### src/rtl/mips_mem_arbiter.sv
// Data-memory port arbiter: CPU has priority, one accelerator shares the port via req/gnt.
// Define ARB_PERF_CNT_EN to build the stall/beat performance counters (otherwise tied to 0).
module mips_mem_arbiter #(
   parameter int MAX_WAIT  = 8,
   parameter int MAX_BURST = 4
) (
   input  logic        clk,
   input  logic        rst,
   input  logic        en_in,
   output logic        cpu_en,
   input  logic [3:0]  cpu_mem_write_en,
   input  logic        cpu_mem_read_en,
   input  logic [31:0] cpu_mem_addr,
   input  logic [31:0] cpu_mem_write_data,
   output logic [31:0] cpu_mem_read_data,
   input  logic        acc_req,
   input  logic [3:0]  acc_we,
   input  logic [31:0] acc_addr,
   input  logic [31:0] acc_wdata,
   output logic        acc_gnt,
   output logic        acc_rvalid,
   output logic [31:0] acc_rdata,
   output logic [3:0]  mem_write_en,
   output logic        mem_read_en,
   output logic [31:0] mem_addr,
   output logic [31:0] mem_write_data,
   input  logic [31:0] mem_read_data,
   output logic [31:0] perf_cpu_stall,
   output logic [31:0] perf_acc_beats,
   output logic        dbg_state
);

   localparam int WW = $clog2(MAX_WAIT + 1);
   localparam int BW = $clog2(MAX_BURST + 1);

   typedef enum logic {S_CPU = 1'b0, S_ACC = 1'b1} state_t;

   state_t        state;
   logic [WW-1:0] wait_cnt;
   logic [BW-1:0] burst_cnt;
   logic          yield;
   logic          cpu_rd_pend;
   logic          acc_rd_pend;
   logic [31:0]   rd_hold;

   logic cpu_access;
   logic wait_full;
   logic burst_last;
   logic acc_rd_beat;
   logic go_acc;
   logic go_cpu;

   // Handshake: a beat transfers in any cycle with acc_req=1 and acc_gnt=1; acc_gnt is never
   // raised without acc_req, and the requester holds acc_addr/acc_we/acc_wdata until granted.
   always_comb begin
      cpu_access     = (|cpu_mem_write_en) | cpu_mem_read_en;
      wait_full      = (wait_cnt == WW'(MAX_WAIT));
      burst_last     = (burst_cnt == BW'(MAX_BURST - 1));
      cpu_en         = 1'b0;
      acc_gnt        = 1'b0;
      mem_write_en   = 4'b0;
      mem_read_en    = 1'b0;
      mem_addr       = cpu_mem_addr;
      mem_write_data = cpu_mem_write_data;
      case (state)
         S_CPU: begin
            cpu_en         = en_in;
            mem_write_en   = en_in ? cpu_mem_write_en : 4'b0;
            mem_read_en    = en_in & cpu_mem_read_en;
            mem_addr       = cpu_mem_addr;
            mem_write_data = cpu_mem_write_data;
         end
         S_ACC: begin
            acc_gnt        = acc_req & en_in;
            mem_write_en   = acc_gnt ? acc_we : 4'b0;
            mem_read_en    = acc_gnt & (acc_we == 4'b0);
            mem_addr       = acc_addr;
            mem_write_data = acc_wdata;
         end
         default: ;
      endcase
      acc_rd_beat = acc_gnt & (acc_we == 4'b0);
      go_acc = (state == S_CPU) & en_in & acc_req & ~yield & (~cpu_access | wait_full);
      go_cpu = (state == S_ACC) & en_in & (~acc_req | (acc_gnt & burst_last));
   end

   // A frozen CPU keeps seeing its returned word via rd_hold after the SRAM output moves on.
   assign cpu_mem_read_data = cpu_rd_pend ? mem_read_data : rd_hold;
   assign acc_rvalid        = acc_rd_pend;
   assign acc_rdata         = mem_read_data;
   assign dbg_state         = (state == S_ACC);

   always_ff @(posedge clk or negedge rst) begin
      if (!rst) begin
         state       <= S_CPU;
         wait_cnt    <= '0;
         burst_cnt   <= '0;
         yield       <= 1'b0;
         cpu_rd_pend <= 1'b0;
         acc_rd_pend <= 1'b0;
         rd_hold     <= '0;
      end else begin
         cpu_rd_pend <= (state == S_CPU) & en_in & cpu_mem_read_en;
         acc_rd_pend <= acc_rd_beat;
         if (cpu_rd_pend)
            rd_hold <= mem_read_data;
         if (en_in) begin
            yield <= (state == S_ACC) & acc_gnt & burst_last;
            case (state)
               S_CPU: begin
                  if (go_acc) begin
                     state    <= S_ACC;
                     wait_cnt <= '0;
                  end else if (!acc_req) begin
                     wait_cnt <= '0;
                  end else if (!wait_full) begin
                     wait_cnt <= wait_cnt + WW'(1);
                  end
               end
               S_ACC: begin
                  if (!acc_req)
                     wait_cnt <= '0;
                  if (go_cpu) begin
                     state     <= S_CPU;
                     burst_cnt <= '0;
                  end else if (acc_gnt) begin
                     burst_cnt <= burst_cnt + BW'(1);
                  end
               end
               default: state <= S_CPU;
            endcase
         end
      end
   end

`ifdef ARB_PERF_CNT_EN
   logic [31:0] stall_q;
   logic [31:0] beats_q;

   always_ff @(posedge clk or negedge rst) begin
      if (!rst) begin
         stall_q <= '0;
         beats_q <= '0;
      end else begin
         if ((state == S_ACC) && en_in)
            stall_q <= stall_q + 32'd1;
         if (acc_gnt)
            beats_q <= beats_q + 32'd1;
      end
   end

   assign perf_cpu_stall = stall_q;
   assign perf_acc_beats = beats_q;
`else
   assign perf_cpu_stall = '0;
   assign perf_acc_beats = '0;
`endif

endmodule

### config.mk
export PLATFORM = sky130hd
export DESIGN_NAME = mips_mem_arbiter
export DESIGN_NICKNAME = d
export VERILOG_FILES = /design/src/rtl/mips_mem_arbiter.sv
export SDC_FILE = /design/constraint.sdc
export NUM_CORES = 1
export LEC_CHECK = 0
export CAP_MARGIN = 0
export CORE_AREA = 2 2 145 147
export CTS_CLUSTER_SIZE = 14
export DETAILED_ROUTE_END_ITERATION = 10
export DIE_AREA = 0 0 147 149
export SLEW_MARGIN = 10
export SYNTH_ARGS = -nofsm -noshare
export SYNTH_HDL_FRONTEND = slang
export SYNTH_SLANG_ARGS = --single-unit
### constraint.sdc
create_clock -name clk -period 4.2 [get_ports clk]
set_clock_uncertainty 0.1 [all_clocks]
set_input_delay 0.42 -clock clk [delete_from_list [all_inputs] [get_ports clk]]
set_output_delay 0.42 -clock clk [all_outputs]
set_load 0.03 [all_outputs]
### After elaboration in Yosys (flattened, before gate mapping)

Index checks and enable logic that the tools add are counted.

* add/subtract/negate cells: 2
* equal/unequal tests: 4
* multiplexer cells: 19
* bitwise operators: 21
* reduce and logical (&&, ||, !) cells: 5

Operators by type and width (number)
* 32-bit one-hot mux with 2 select lines: 2
* 32-bit 2-to-1 mux: 1
* 4-bit 2-to-1 mux: 6
* 4-bit one-hot mux with 2 select lines: 2
* 1-bit AND: 14
* 3-bit 2-to-1 mux: 2
* 3-bit AND reduction: 2
* 4-bit by 1-bit adder with 4-bit output (second input constant): 1
* 4-bit == test (second input constant): 1
* 4-bit zero test: 1
* 1-bit 2-to-1 mux: 4
* 4-bit inequality test (second input constant): 1
* 1-bit NOT: 4
* 1-bit one-hot mux with 2 select lines: 2
* 4-bit OR reduction: 1
* 3-bit by 1-bit adder with 3-bit output (second input constant): 1
* 3-bit by 2-bit == test with 1-bit output (second input constant): 1
* 1-bit OR: 3
* 2-bit inequality test (second input constant): 1
* 2-bit nonzero test: 1

* register bits after elaboration: 43
* input bits: 173
* output and inout port bits: 201
* logic and storage cells: 58

### Logic depth before layout (Yosys ltp)

Gate-level depths: netlist of the first run.

* word-level depth: 7
* depth in mapped cells: 6
* gate-level depth less buffers: 6

### Worst setup path before layout of the first run

No wires, ideal clock.

* path kind: register -> output
* start: register state (netlist: dbg_state)
* end: output mem_read_en
* arrival: 1.750 ns
* required time: 3.680 ns
* setup slack: 1.930 ns
* stages on the path, launching flop included: 6
* buffers on the path: 2
* cell sequence: dfrtp_1 > buf_2 > and3_2 > clkbuf_1 > and2_1 > or2_1

* word-level cells in the longest chain between the ends: 2

Ends and longest elaborated chain
* start: declaration: line 38 `state_t state;`
* start signal: assignment: line 95 `state <= S_CPU;`
* start signal: assignment: line 112 `state <= S_ACC;`
* start signal: assignment: line 124 `state <= S_CPU;`
* 1-bit NOT: line 65 `case (state)`
* 1-bit one-hot mux with 2 select lines *: line 65
* end: declaration: line 24 `output logic mem_read_en,`

Every way passes the cells marked *; elsewhere a longest branch is shown, timed or not.

### Final worst setup path of the first run

Ends and elaborated chain as after synthesis.

==> impl_metrics.toml, run 1 <==
[pwr]
combPwrFrac_pct = 63.6
seqPwrFrac_pct = 20.3
switchingPower_mw = 1.26
totalPowerFinal_mw = 3.04
leakage_nw = 2.55
swShare_pct = 41.2
ir_drop_mv = 0.178
powerDensity_nw_per_um2 = 473
p_int_mw = 1.79
power_frac_clock_pct = 16.1

[synthesis]
synth.avg_cell_area_sq_um = 11.0
yosys_warnings = 0
synthArstFlopShare_pct = 100
synthCells = 302
seq_area_frac_synth_pct = 32.5
synth_top_flop_cell = "dfrtp_1"
synth_edf_count = 0
synth_area_sq_um = 3310
synth-seq-cells = 43
synth_cell_types = 33

[place]
dp.cells = 843
post-place-ws_ns = 1.34
hpwl_um = 10200
routabilityCongestion = 0.763
portBuffers = 309
dpl_cell_area_sq_um = 6250

[cts]
insertion_delay_ns = 0.28
cts-root-buf = "clkbuf_16"
clk_pin_slew_worst_paths_ns = 0.06
cts_tree = "built"
cts_resized = 0
postCtsSetupBuffers = 0
ctsHtreeMaxLevel = 2
cts_made_buffers = 5
cts.sinks = 43
clockBufferDepth = 2
cts_hold_buf = 0

[global_route]
grt_pass1_wl_um = 17200
grt_pass1_vias = 3144
grt_use_total_pct = 10.0
antenna_found_initial = 0
gr-total-overflow = 0
grt_max_degree = 44

[setup_path]
end_kind = "output port"
worst-setup-path-type = "reg2out"
required_ns = 3.68
startpoint = "dbg_state$_DFFE_PN0P_"
crit_end = "mem_read_en"
cp.arrival_ns = 2.48
cp_max_fo = 33
rr_worst_depth = 3
start_kind = "flop"
rr_endpoint = "burst_cnt[0]$_DFFE_PN0P_"
r2r_start = "dbg_state$_DFFE_PN0P_"
rrSetupSlack_ns = 2.48

[finish]
final_cell_mix = "308 x clkdlybuf4s50_1, 84 x mux2_2, 64 x conb_1"
multi_input_area_sq_um = 1680
drive_gt1_share_pct = 17.4
ff_latch_area_sq_um = 1080
fin_cells = 851
post-route-util_pct = 31.3
syn_to_final_growth_pct = 94.3
layout_commonest_cell = "clkdlybuf4s50_1"
final_area_sq_um = 6440
diodes = 0
n_fill_cell = 2134
nNetsFinal = 752

[sta]
slew-limit-headroom_pct = 35.6
fin_crit_ns = 3.00
final_max_slew_viol_count = 0
whs_ns = 0.192
rsz0062_at_grt = "no"
setup_violations = 0
period_share_pct = 71.5
fmax_mhz = 333
hold_violations = 0
worst_pin_slew_ns = 0.966
fin_ws_ns = 1.20
fin_setup_tns_ns = 0

[floorplanning]
coreArea_sq_um = 20600
row_count = 53
fp.dieW_um = 147
die_area_sq_um = 21900
start_util_pct = 16.1
ios = 374
dieHeight_um = 149

[drt]
wl_per_cell_um = 13.8
final_antenna_net_count = 0
dr.first_iter.drc_count = 35
drc = 0
routed_wl_um = 11700
vias = 3002
dr.pass1.iters = 4
detail_route.vias_per_cell = 3.53

[flow_run]
drv_cap = 0

[run_status]
status = "finished clean"

[hold_path]
hold_path_class = "in2async"
==> worst min-delay path by stage <==
stage / slack [ns] / startpoint / endpoint / cells after the start
3_5_place_dp: 0.38 / rd_hold[4]$_DFF_PN0_ / rd_hold[4]$_DFF_PN0_ / 1
3_3_place_gp: 0.36 / rd_hold[6]$_DFF_PN0_ / rd_hold[6]$_DFF_PN0_ / 1
6_report: 0.19 / rst / cpu_rd_pend$_DFF_PN0_ / 1
2_1_floorplan: 0.02 / rst / acc_rvalid$_DFF_PN0_ / 0
5_1_grt: 0.27 / rst / cpu_rd_pend$_DFF_PN0_ / 1
4_1_cts: 0.23 / rst / cpu_rd_pend$_DFF_PN0_ / 1
==> power by group through the flow <==
stage | registers (mW) | logic (mW) | clock network (mW)
2_1_floorplan | 0.581 | 1.23 | 0
4_1_cts | 0.622 | 1.97 | 0.511
6_report | 0.617 | 1.94 | 0.491
3_3_place_gp | 0.622 | 1.95 | 0
3_5_place_dp | 0.630 | 1.96 | 0
5_1_grt | 0.637 | 2.04 | 0.529
==> state kept, by name, summed over array words and instances, names as in the netlist <==
| register | flops |
|---|---|
| yield | 1 |
| wait_cnt | 4 |
| acc_rvalid | 1 |
| cpu_rd_pend | 1 |
| rd_hold | 32 |
| dbg_state | 1 |
| burst_cnt | 3 |
==> cell type report <==
| type | instances | area share (%) |
|---|---|---|
| repair buffers | 312 | 48.7 |
| flip-flops and latches | 43 | 16.7 |
| clock inverters | 2 | 0.933 |
| clock buffers | 6 | 2.00 |
| inverters | 5 | 0.291 |
| multi-input cells | 208 | 26.0 |
| well taps | 275 | 5.34 |
==> cells by family after synthesis <==
group	count (synthesis)	synth area share (%)
multiplexers	97	32.9
other	1	0.113
buffers and inverters	114	24.1
flip-flops	43	32.5
AO/OA/AOI/OAI	18	4.30
adder cells (fa/ha/maj)	4	1.51
AND/OR/NAND/NOR	25	4.57
==> worst max-delay path, cell delays in order (launching register included) <==
cell             delay, ns
dfrtp_2               0.85
and3_2                0.43
and2_1                0.16
or2_1                 0.09
clkdlybuf4s50_1       0.66
==> Yosys cell counts (2+ instances only) <==
cell       number  area share [%]
mux2_1         12             4.1
nand2b_1        3            0.57
inv_1           5            0.57
clkbuf_1        2            0.23
or2_1           2            0.38
dfrtp_1        43              32
nand2_1         8            0.91
buf_2           9             1.4
o22ai_1         2            0.38
o21ai_0         3            0.45
and2_1          2            0.38
buf_4          96              22
buf_1           2            0.23
o21ai_1         3            0.45
o2bb2ai_1       2            0.53
nand3b_1        2            0.45
mux2_2         84              29
a22o_1          4             1.1
ha_1            4             1.5
==> layer usage <==
layer  vias up  routed length (um)  GRT usage (%)
met5         -                   0              0
met4         0                 168           2.98
met3        10                1330           3.36
met2       209                5970           18.7
met1      1361                4240           10.8
li1       1422                   -              -
(Power assumes the default switching activity.)
==> inputs of run 2 (changes only) <==
- clock period: 4.2 -> 2.7 ns (I/O delays scaled with it)
==> run 2 against run 1 <==
Critical path depth unchanged. Core utilization up 0.39 points. Count of clock-buffer cells in the layout unchanged. Final cell count up 1.2%. Combinational power up 59%. Non-clock buffer count up 10. Critical path type unchanged. Critical endpoint unchanged. Largest cell class unchanged.
==> impl_metrics.toml, run 2 (synthesized netlist as in run 1, its figures left out) <==
[sta]
period_share_pct = 92.3
fin_crit_ns = 2.49
rsz0062_at_grt = "no"
hold_violations = 0
setup_violations = 0
fin_setup_tns_ns = 0
worst_pin_slew_ns = 0.552
fmax_mhz = 401
fin_ws_ns = 0.209
final_max_slew_viol_count = 0
slew-limit-headroom_pct = 63.2

[finish]
diodes = 0
ff_latch_area_sq_um = 1080
nNetsFinal = 762
largest_reg_flops = 32
layout_commonest_cell = "clkdlybuf4s50_1"
final_cell_mix = "308 x clkdlybuf4s50_1, 84 x mux2_2, 64 x conb_1"
n_fill_cell = 2164
largest_register = "rd_hold"
multi_input_area_sq_um = 1680
drive_gt1_share_pct = 18.6
reg.largest.list = "rd_hold: 32 flops, wait_cnt: 4 flops, burst_cnt: 3 flops"
syn_to_final_growth_pct = 96.7
final_area_sq_um = 6520

[setup_path]
required_ns = 2.33
rrSetupSlack_ns = 1.03
start_kind = "flop"
rr_endpoint = "wait_cnt[0]$_DFFE_PN0P_"
cp_max_fo = 19
r2r_start = "dbg_state$_DFFE_PN0P_"
end_kind = "output port"
cp.arrival_ns = 2.12
rr_worst_depth = 5
worst-setup-path-type = "reg2out"

[floorplanning]
die_area_sq_um = 21900
dieHeight_um = 149
fp.dieW_um = 147
coreArea_sq_um = 20600
ios = 374
row_count = 53
start_util_pct = 16.1

[place]
dpl_cell_area_sq_um = 6320
post-place-ws_ns = 0.274
routabilityCongestion = 0.742
portBuffers = 309
hpwl_um = 10300

[pwr]
leakage_nw = 2.60
ir_drop_mv = 0.275
powerDensity_nw_per_um2 = 735
totalPowerFinal_mw = 4.79

[drt]
drc = 0
dr.first_iter.drc_count = 51
dr.pass1.iters = 4
wl_per_cell_um = 13.7
vias = 3045
final_antenna_net_count = 0
routed_wl_um = 11800
detail_route.vias_per_cell = 3.54

[global_route]
grt_pass1_wl_um = 17300
gr-total-overflow = 0
grt_use_total_pct = 10.2
grt_pass1_vias = 3181
antenna_found_initial = 0
grt_max_degree = 33

[cts]
insertion_delay_ns = 0.28
clk_pin_slew_worst_paths_ns = 0.06
cts_tree = "built"
cts-root-buf = "clkbuf_16"
ctsHtreeMaxLevel = 2
cts_made_buffers = 5
clockBufferDepth = 2
cts.sinks = 43

[hold_path]
min_to = "burst_cnt[2]$_DFFE_PN0P_"
hold_path_class = "reg2reg"
holdCritStartpoint = "burst_cnt[2]$_DFFE_PN0P_"
whs_path_depth = 2

[run_status]
status = "finished clean"

[flow_run]
drv_cap = 0
## run 2: cell count changes in the layout (fill, tap and decap cells not counted), sizes merged
| cell | before | now |
|---|---|---|
| dlygate4sd3 | 0 | 1 |
| buf | 4 | 13 |
## run 2: critical path: stages, from the launching register on
cell,delay [ns]
dfrtp_4,0.59
nor2b_2,0.30
and2_1,0.18
or2_1,0.10
clkdlybuf4s50_1,0.66
## run 2: power breakdown
group | internal [mW] | switching, mW
logic | 1.45 | 1.64
registers | 0.843 | 0.0962
clock network | 0.530 | 0.234
total | 2.82 | 1.97
## run 2: layer usage
layer | vias to the layer above | share of wire (%) | global-route usage (%)
met5 | - | 0 | 0
met4 | 0 | 1.3 | 3.13
met3 | 8 | 11 | 3.15
met2 | 213 | 51 | 18.5
met1 | 1377 | 37 | 11.3
li1 | 1447 | - | -
## run 2: through the flow
stage | std cells | hold slack [ns] | utilization, %
3_5_place_dp | 852 | 0.201 | 30.7
4_1_cts | 861 | 0.384 | 31.7
5_1_grt | 861 | 0.408 | 31.7
6_report | 861 | 0.381 | 31.7
3_3_place_gp | 852 | 0.204 | 30.7
2_1_floorplan | 365 | -0.126 | -
## run 2: worst max-delay path by stage
stage                                      from     endpoint
after global routing      dbg_state$_DFFE_PN0P_  mem_read_en
after CTS                 dbg_state$_DFFE_PN0P_  mem_read_en
after floorplan           dbg_state$_DFFE_PN0P_  mem_read_en
after global placement                    en_in  mem_read_en
final                     dbg_state$_DFFE_PN0P_  mem_read_en
after detailed placement                acc_req  mem_read_en
## run 2: timing repair
| action | 4_1_cts | 5_1_grt |
|---|---|---|
| setup endpoints to repair | 0 | 1 |
| resized for setup | 0 | 1 |
| setup buffers | 0 | 0 |
| hold buffers | 1 | 0 |
| endpoints found under the hold margin | 24 | 0 |
## run 2: layout make-up
| type | instances | area share, % |
|---|---|---|
| inverter | 5 | 0.288 |
| clock inverter | 2 | 0.921 |
| sequential | 43 | 16.6 |
| clock buffer | 6 | 1.98 |
| multi-input combinational | 208 | 25.7 |
| timing repair buffer | 322 | 49.3 |
| tap | 275 | 5.28 |
